`src/rtl/effect_pkg.sv`:
```
// Shared types and constants for the effect sequencer slice.
package effect_pkg;

  localparam int PKG_D_WIDTH     = 24;
  localparam int PKG_MEM_D_WIDTH = 16;
  localparam int TRUNC_SHIFT     = PKG_D_WIDTH - PKG_MEM_D_WIDTH;

  typedef logic signed [PKG_MEM_D_WIDTH-1:0] sample_t;

  typedef enum logic [2:0] {
    ST_IDLE,
    ST_LOAD,
    ST_SEND,
    ST_WAIT,
    ST_DONE
  } state_e;

endpackage

```
`src/rtl/effect_timeout_counter.sv`:
```
// Watchdog for one effect-path channel: counts enabled cycles and flags
// expiry on the TIMEOUT_CYCLES-th one, holding there until cleared.
module effect_timeout_counter #(
  parameter int TIMEOUT_CYCLES = 1024
) (
  input  logic clk,
  input  logic reset,
  input  logic clear_i,
  input  logic en_i,
  output logic expire_o
);

  localparam int CNT_W = $clog2(TIMEOUT_CYCLES + 1);

  logic [CNT_W-1:0] cnt_q, cnt_d;
  logic             at_limit;

  assign at_limit = (cnt_q == CNT_W'(TIMEOUT_CYCLES - 1));
  assign expire_o = en_i && at_limit;

  always_comb begin
    cnt_d = cnt_q;
    if (clear_i)
      cnt_d = '0;
    else if (en_i && !at_limit)
      cnt_d = cnt_q + CNT_W'(1);
  end

  always_ff @(posedge clk) begin
    if (reset)
      cnt_q <= '0;
    else
      cnt_q <= cnt_d;
  end

endmodule

```
`src/rtl/effect_sequencer.sv`:
```
// Streams each channel of a captured frame through a shared effect module.
// Optional DRY_MIX_EN adds i_mix: averages wet and dry for processed channels.
module effect_sequencer
  import effect_pkg::*;
#(
  parameter int CHANNELS       = 2,
  parameter int D_WIDTH        = PKG_D_WIDTH,
  parameter int MEM_D_WIDTH    = PKG_MEM_D_WIDTH,
  parameter int TIMEOUT_CYCLES = 1024
) (
  input  logic                         clk,
  input  logic                         reset,
`ifdef DRY_MIX_EN
  input  logic                         i_mix,
`endif
  input  logic                         i_frame_valid,
  input  logic [CHANNELS*D_WIDTH-1:0]  i_frame_data,
  input  logic [CHANNELS-1:0]          i_bypass,
  output logic [MEM_D_WIDTH-1:0]       o_eff_data,
  output logic                         o_eff_valid,
  input  logic                         i_eff_ready,
  input  logic [MEM_D_WIDTH-1:0]       i_eff_data,
  input  logic                         i_eff_valid,
  output logic [CHANNELS*D_WIDTH-1:0]  o_frame_data,
  output logic                         o_frame_valid,
  output logic                         o_busy,
  output logic                         o_overrun,
  output logic                         o_timeout
);

  localparam int SHIFT = D_WIDTH - MEM_D_WIDTH;
  localparam int CH_W  = (CHANNELS > 1) ? $clog2(CHANNELS) : 1;

  state_e                        state_q, state_d;
  logic [CH_W-1:0]               ch_q, ch_d;
  logic [CHANNELS-1:0]           byp_q, byp_d;
  logic signed [MEM_D_WIDTH-1:0] dry_q [CHANNELS];
  logic signed [MEM_D_WIDTH-1:0] dry_d [CHANNELS];
  logic signed [MEM_D_WIDTH-1:0] res_q [CHANNELS];
  logic signed [MEM_D_WIDTH-1:0] res_d [CHANNELS];
  logic [CHANNELS*D_WIDTH-1:0]   frame_q, frame_d;
  logic                          fvld_q, overrun_q, overrun_d, timeout_q, timeout_d;
  logic                          adv, tmo_en, tmo_expire;
  logic signed [MEM_D_WIDTH-1:0] wet_s;
  logic                          unused_lsbs;

  assign unused_lsbs = ^i_frame_data;

`ifdef DRY_MIX_EN
  function automatic logic signed [MEM_D_WIDTH-1:0] mix_avg(
    input logic signed [MEM_D_WIDTH-1:0] wet,
    input logic signed [MEM_D_WIDTH-1:0] dry
  );
    logic signed [MEM_D_WIDTH:0] sum;
    sum = {wet[MEM_D_WIDTH-1], wet} + {dry[MEM_D_WIDTH-1], dry};
    return sum[MEM_D_WIDTH:1];
  endfunction

  assign wet_s = i_mix ? mix_avg(i_eff_data, dry_q[ch_q]) : i_eff_data;
`else
  assign wet_s = i_eff_data;
`endif

  effect_timeout_counter #(
    .TIMEOUT_CYCLES(TIMEOUT_CYCLES)
  ) u_tmo (
    .clk     (clk),
    .reset   (reset),
    .clear_i (!tmo_en),
    .en_i    (tmo_en),
    .expire_o(tmo_expire)
  );

  always_comb begin
    state_d   = state_q;
    ch_d      = ch_q;
    byp_d     = byp_q;
    dry_d     = dry_q;
    res_d     = res_q;
    overrun_d = overrun_q | (i_frame_valid && (state_q != ST_IDLE));
    timeout_d = timeout_q;
    adv       = 1'b0;
    tmo_en    = 1'b0;
    case (state_q)
      ST_IDLE: if (i_frame_valid) begin
        for (int c = 0; c < CHANNELS; c++)
          dry_d[c] = i_frame_data[c*D_WIDTH + SHIFT +: MEM_D_WIDTH];
        byp_d   = i_bypass;
        ch_d    = '0;
        state_d = ST_LOAD;
      end
      ST_LOAD: begin
        if (byp_q[ch_q]) begin
          res_d[ch_q] = dry_q[ch_q];
          adv         = 1'b1;
        end else begin
          state_d = ST_SEND;
        end
      end
      ST_SEND: begin
        tmo_en = 1'b1;
        if (i_eff_ready) begin
          state_d = ST_WAIT;
        end else if (tmo_expire) begin
          res_d[ch_q] = dry_q[ch_q];
          timeout_d   = 1'b1;
          adv         = 1'b1;
        end
      end
      ST_WAIT: begin
        tmo_en = 1'b1;
        if (i_eff_valid) begin
          res_d[ch_q] = wet_s;
          adv         = 1'b1;
        end else if (tmo_expire) begin
          res_d[ch_q] = dry_q[ch_q];
          timeout_d   = 1'b1;
          adv         = 1'b1;
        end
      end
      ST_DONE: state_d = ST_IDLE;
      default: state_d = ST_IDLE;
    endcase
    if (adv) begin
      if (ch_q == CH_W'(CHANNELS - 1)) begin
        state_d = ST_DONE;
      end else begin
        ch_d    = ch_q + CH_W'(1);
        state_d = ST_LOAD;
      end
    end
    for (int c = 0; c < CHANNELS; c++)
      frame_d[c*D_WIDTH +: D_WIDTH] = D_WIDTH'($unsigned(res_d[c])) << SHIFT;
  end

  // Frame output is loaded on entry to DONE so it changes only with o_frame_valid.
  always_ff @(posedge clk) begin
    if (reset) begin
      state_q   <= ST_IDLE;
      ch_q      <= '0;
      byp_q     <= '0;
      frame_q   <= '0;
      fvld_q    <= 1'b0;
      overrun_q <= 1'b0;
      timeout_q <= 1'b0;
      for (int c = 0; c < CHANNELS; c++) begin
        dry_q[c] <= '0;
        res_q[c] <= '0;
      end
    end else begin
      state_q   <= state_d;
      ch_q      <= ch_d;
      byp_q     <= byp_d;
      dry_q     <= dry_d;
      res_q     <= res_d;
      overrun_q <= overrun_d;
      timeout_q <= timeout_d;
      fvld_q    <= (state_d == ST_DONE);
      if (state_d == ST_DONE)
        frame_q <= frame_d;
    end
  end

  assign o_eff_valid   = (state_q == ST_SEND);
  assign o_eff_data    = (state_q == ST_SEND) ? dry_q[ch_q] : '0;
  assign o_frame_data  = frame_q;
  assign o_frame_valid = fvld_q;
  assign o_busy        = (state_q != ST_IDLE);
  assign o_overrun     = overrun_q;
  assign o_timeout     = timeout_q;

endmodule

```
`config.mk`:
```
export PLATFORM = sky130hd
export DESIGN_NAME = effect_sequencer
export DESIGN_NICKNAME = d
export VERILOG_FILES = /design/src/rtl/effect_pkg.sv /design/src/rtl/effect_timeout_counter.sv /design/src/rtl/effect_sequencer.sv
export SDC_FILE = /design/constraint.sdc
export NUM_CORES = 1
export LEC_CHECK = 0
export BUFFER_PORTS_ARGS = -buffer_cell sky130_fd_sc_hd__buf_2
export CAP_MARGIN = 5
export CORE_MARGIN = 3
export CORE_UTILIZATION = 30
export DETAILED_ROUTE_END_ITERATION = 8
export PLACE_DENSITY_LB_ADDON = 0.05
export SLEW_MARGIN = 30
export SYNTH_ARGS = -nofsm -noshare
export SYNTH_HDL_FRONTEND = slang
export SYNTH_SLANG_ARGS = --single-unit
```
`constraint.sdc`:
```
create_clock -name clk -period 4.7 [get_ports clk]
set_input_delay 0.705 -clock clk [delete_from_list [all_inputs] [get_ports clk]]
set_output_delay 0.705 -clock clk [all_outputs]
set_load 0.1 [all_outputs]
```
==> results of run 1 <==
## per-stage QoR
stage	hold slack, ps	setup slack [ps]	power [W]	area, µm²	utilization (%)
floorplan	410	1490	0.00150	5110	-
global placement	424	1730	0.00160	5620	34.8
detailed placement	438	1730	0.00161	5630	34.8
CTS	446	1570	0.00295	6240	38.6
global route	466	1430	0.00304	6240	38.6
finish	442	1590	0.00291	6240	38.6
## path summary, 6_finish.rpt
check | slack, ps | cells after the start | endpoint | startpoint
max reg2reg | 1710 | 7 | o_frame_data[10] | u_tmo.cnt_q[0]
max | 1590 | 4 | o_eff_data[8] | state_q[1]
min | 440 | 2 | o_frame_data[44] | o_frame_data[44]
min reg2reg | 440 | 2 | o_frame_data[44] | o_frame_data[44]
## synthesized netlist by cell type, drive strengths merged (2+ instances only)
| library cell | instances | area (µm²) |
|---|---|---|
| buf | 25 | 195 |
| nor3 | 6 | 30.0 |
| inv | 7 | 26.3 |
| xnor2 | 2 | 17.5 |
| nand3 | 6 | 30.0 |
| a21oi | 56 | 280 |
| clkbuf | 37 | 139 |
| nor2b | 17 | 106 |
| o21ai | 36 | 180 |
| a22o | 32 | 280 |
| nor4 | 2 | 12.5 |
| a211oi | 16 | 170 |
| and3 | 15 | 93.8 |
| nand2b | 2 | 12.5 |
| nor2 | 66 | 248 |
| nand2 | 109 | 409 |
| a211o | 2 | 17.5 |
| xor2 | 4 | 35.0 |
| o21ba | 2 | 20.0 |
| a221oi | 16 | 214 |
| and2 | 3 | 18.8 |
| mux2i | 3 | 30.0 |
| dfxtp | 116 | 2320 |
| nand3b | 2 | 27.5 |
## final cells by class
type | count | area [µm²] | area share, %
Multi-Input combinational cell | 428 | 2440 | 39.0
Sequential cell | 116 | 2320 | 37.2
Timing Repair Buffer | 112 | 573 | 9.18
Clock buffer | 22 | 484 | 7.76
Tap cell | 216 | 270 | 4.33
Clock inverter | 10 | 128 | 2.05
Inverter | 7 | 26.3 | 0.421
## metal layers
metal,up-vias,part of all wire [%],wire length [µm],track usage (%)
li1,2206,-,-,-
met1,2022,51,7850,25.0
met2,140,41,6340,24.1
met3,21,5.3,811,4.23
met4,0,1.9,293,6.61
met5,-,0,0,0
## placed cells by master (no fill, tap or decap), drive strengths merged, types with 2 or more instances in the layout
master / instances
mux2i: 3
a22o: 32
inv: 7
o21ai: 36
xnor2: 2
nor2: 66
clkinv: 6
and3: 15
nand2b: 2
a211oi: 16
nand2: 109
a21oi: 56
o21ba: 2
a211o: 2
nand3b: 2
nor2b: 17
dfxtp: 116
nand3: 6
clkbuf: 22
nor3: 6
and2: 3
a221oi: 16
buf: 112
xor2: 4
nor4: 2
bufinv: 3
conb: 16
## logic make-up after synthesis
kind of cell | count (synthesis) | share of synthesized area (%)
AND/OR/NAND/NOR | 236 | 20.9
AO/OA/AOI/OAI | 165 | 23.8
flip-flops | 116 | 45.9
buffers and inverters | 69 | 7.13
XOR/XNOR | 6 | 1.04
multiplexers | 4 | 0.817
adder cells (fa/ha/maj) | 1 | 0.247
other | 1 | 0.0742
## state kept, by name, indices dropped and copies added (netlist names)
signal	count
res_q	32
dry_q	32
o_frame_valid	1
o_frame_data	32
state_q	3
byp_q	2
o_overrun	1
u_tmo.cnt_q	11
ch_q	1
o_timeout	1
## power breakdown
group / total [W] / switching (W) / internal [W]
Sequential: 0.00107 / 0.0000371 / 0.00103
Clock: 0.00133 / 0.000449 / 0.000883
Combinational: 0.000516 / 0.000400 / 0.000116
Total: 0.00291 / 0.000886 / 0.00203
## worst max-delay path: stages, from the launching register on
cell and delay, ps:
dfxtp_1 550, and2b_1 240, nand2b_1 420, nor2_1 300, buf_2 460
==> out/summary.txt, run 1 <==
Status = complete, no violations
Max Cap Viol = 0
Power Dens Cells = 467 nW/µm²
CTS tree = yes
Initial antenna violation count = 0
Antenna diodes = 0
Setup TNS Final = 0 ps
Worst Clk Skew = 8.18 ps
Global-route wire length before repair = 24000 µm
H-tree levels = 4
Slew of the pin with the lowest slew margin = 1000 ps
Dpl cells = 879
# clock sinks = 116
Leakage = 2.67 nW
CTS Buf Count = 17
Vias in the first global route = 4306
Post-CTS Setup Inserts = 0
Clock latency at the later pin of the worst-skew pair = 420 ps
Clock buffer depth = 2
Initial DRT Pass Iterations = 4
DRC violations left = 0
CP required = 3990 ps
Critical path class = reg2out
Fmax achieved = 321 MHz
Rows = 46
Worst Hold Class = reg2reg
Ports = 140
DR WL/cell = 16.8 µm
Area grow syn2layout = 23.4%
Vias = 4389
Initial Util = 31.3%
Layout cells sized above 1 = 24.9%
EDFF count, synth = 0
Total global routing overflow = 0
YS warnings = 0
Clk slew on worst S/H paths = 50 ps
Period utilization = 66.2%
Post-CTS Hold Fix Bufs = 0
Final hold violations = 0
Post-CTS resize count = 0
Post-Syn Area = 5050 µm²
Mapped Cells = 598
Antenna-violating nets left = 0
Final Setup Violations = 0
Nets = 754
Die X = 136 µm
Die area = 18400 µm²
Endpoint type of the worst setup path = primary output
Syn avg cell area = 8.45 µm²
RSZ-0062 raised after global routing = false
DR vias/cell = 4.82
Crit Path Max Fanout = 17
Largest net degree at the start of global routing = 57
Hpwl dp = 10600 µm
Slew HR = 33.1%
Min Tclk post-route = 3110 ps
Core box area = 16200 µm²
Async S/R FF share, synth = 0%
Main synth FF type = dfxtp_1
Total track usage = 17.1%
Post-synthesis sequential area ratio = 45.9%
Worst path arrival time = 2410 ps
Final GP Congestion = 0.816
Fin cells = 911
CTS root buffer = clkbuf_16
Synth Register Bits = 116
CP startpoint kind = flip-flop
Initial DRC Count = 188
Peak VDD IR = 0.248 mV
Slew Limit Fails = 0
Final-layout fill cell count = 1718
Die H = 136 µm
Port buffer count = 107
Post-synth cell types = 50
Drt total wl = 15300 µm
No activity file was read; power rests on OpenSTA's default activity.
==> run 2: changes to the inputs <==
- clock period: 4.7 -> 2.96 ns (I/O delays scaled with it)
==> run 2 against run 1 <==
Compared with the run above: count of clock-buffer cells in the layout up 7; sequential cell count unchanged; sequential power up 58%; sequential share of layout area down 0.12 points; combinational power up 65%; first-iteration DRC count up 28%; utilization up 0.12 points; final area up 0.32%; non-clock buffer count up 7; clock power up 42%; worst hold slack worse by 170 ps; largest cell class unchanged; largest power group unchanged.
==> out/summary.txt, run 2 (synthesis gave the netlist of run 1 again) <==
Status = complete, no violations
Commonest non-fill, non-tap cell in the layout = dfxtp_1
CP required = 3230 ps
Period utilization = 93.3%
Fmax achieved = 362 MHz
Min Tclk post-route = 2760 ps
Drt total wl = 15100 µm
DR vias/cell = 4.83
Max Cap Viol = 0
Clk slew on worst S/H paths = 50 ps
CTS Buf Count = 17
Power Dens Cells = 708 nW/µm²
Final Setup Violations = 0
Nets = 761
Die H = 136 µm
Total track usage = 16.7%
Slew HR = 50.9%
Port buffer count = 107
Antenna-violating nets left = 0
DR WL/cell = 16.4 µm
Crit Path Max Fanout = 10
Leakage = 2.68 nW
Setup TNS Final = 0 ps
Hpwl dp = 10500 µm
Core box area = 16200 µm²
DRC violations left = 0
Antenna diodes = 0
Worst Clk Skew = 7.05 ps
Clock latency at the later pin of the worst-skew pair = 410 ps
Global-route wire length before repair = 23400 µm
Peak VDD IR = 0.404 mV
Initial DRC Count = 241
Total global routing overflow = 0
Slew of the pin with the lowest slew margin = 737 ps
Worst Hold Class = in2reg
Die X = 136 µm
Largest net degree at the start of global routing = 57
Critical path class = reg2reg
Final-layout fill cell count = 1679
Area grow syn2layout = 23.8%
CP startpoint kind = flip-flop
Final GP Congestion = 0.851
Ports = 140
Vias = 4431
Vias in the first global route = 4303
Post-CTS Setup Inserts = 0
Initial antenna violation count = 0
Slew Limit Fails = 0
Die area = 18400 µm²
CTS root buffer = clkbuf_16
CTS tree = yes
Layout cells sized above 1 = 24.9%
Rows = 46
Endpoint type of the worst setup path = flip-flop
RSZ-0062 raised after global routing = false
# clock sinks = 116
Final hold violations = 0
Clock buffer depth = 2
Initial DRT Pass Iterations = 4
H-tree levels = 4
Dpl cells = 886
Initial Util = 31.3%
Worst path arrival time = 3030 ps
Most frequent cells in the layout = dfxtp_1 (116), nand2_1 (109), buf_2 (107)
Total chip power = 0.00444 W
Fin cells = 918
-- run 2: cell count changes in the layout (fill, tap and decap cells not counted), moves of 2 or more --
cell / before / now
bufinv_16: 3 / 0
clkbuf_8: 4 / 7
clkinv_2: 6 / 3
buf_12: 0 / 2
buf_4: 5 / 10
clkbuf_1: 1 / 5
-- run 2: report_power, final --
part	internal, W	switching, W
combinational	0.000209	0.000644
clock	0.00122	0.000667
sequential	0.00163	0.0000581
-- run 2: worst paths after layout --
| kind | endpoint | start | slack, ps | depth (start not counted) |
|---|---|---|---|---|
| max | o_frame_data[22] | u_tmo.cnt_q[0] | 200 | 8 |
| min | dry_q[28] | i_frame_data[20] | 270 | 3 |
| max reg2reg | o_frame_data[22] | u_tmo.cnt_q[0] | 200 | 8 |
| min reg2reg | o_frame_data[43] | o_frame_data[43] | 440 | 2 |
-- run 2: metrics by stage --
stage                     setup WS [ps]  area (µm²)  hold slack [ps]  utilization (%)
after floorplan                    8.09        5110              410                -
after CTS                           141        6260              247             38.7
after global routing               64.2        6260              253             38.7
after detailed placement            216        5700              436             35.3
after global placement              261        5700              422             35.3
final                               200        6260              269             38.7
-- run 2: routing by layer --
metal / track usage, % / up-vias / part of all wire, %
met4: 6.16 / 0 / 1.7
met2: 23.6 / 154 / 41
met3: 4.05 / 18 / 5.6
met5: 0 / - / 0
met1: 24.4 / 2038 / 51
li1: - / 2221 / -
-- run 2: area by class of cell --
| class | count | area (µm²) | share of cell area [%] |
|---|---|---|---|
| Clock buffer | 29 | 541 | 8.63 |
| Clock inverter | 3 | 15.0 | 0.240 |
| Inverter | 7 | 26.3 | 0.420 |
| Multi-Input combinational cell | 428 | 2430 | 38.9 |
| Sequential cell | 116 | 2320 | 37.1 |
| Tap cell | 216 | 270 | 4.32 |
| Timing Repair Buffer | 119 | 651 | 10.4 |
-- run 2: what timing repair did --
action,CTS,global route
setup endpoints to repair,0,3
hold buffers,0,0
resized for setup,0,1
hold endpoints to repair,0,0
-- run 2: worst max-delay path: stages, from the launching register on --
cell and delay [ps]:
dfxtp_1 380, ha_1 210, nand3_1 120, or4_1 560
a221o_1 410, o21ba_1 290, buf_4 250, a221oi_2 310
o21ai_1 90
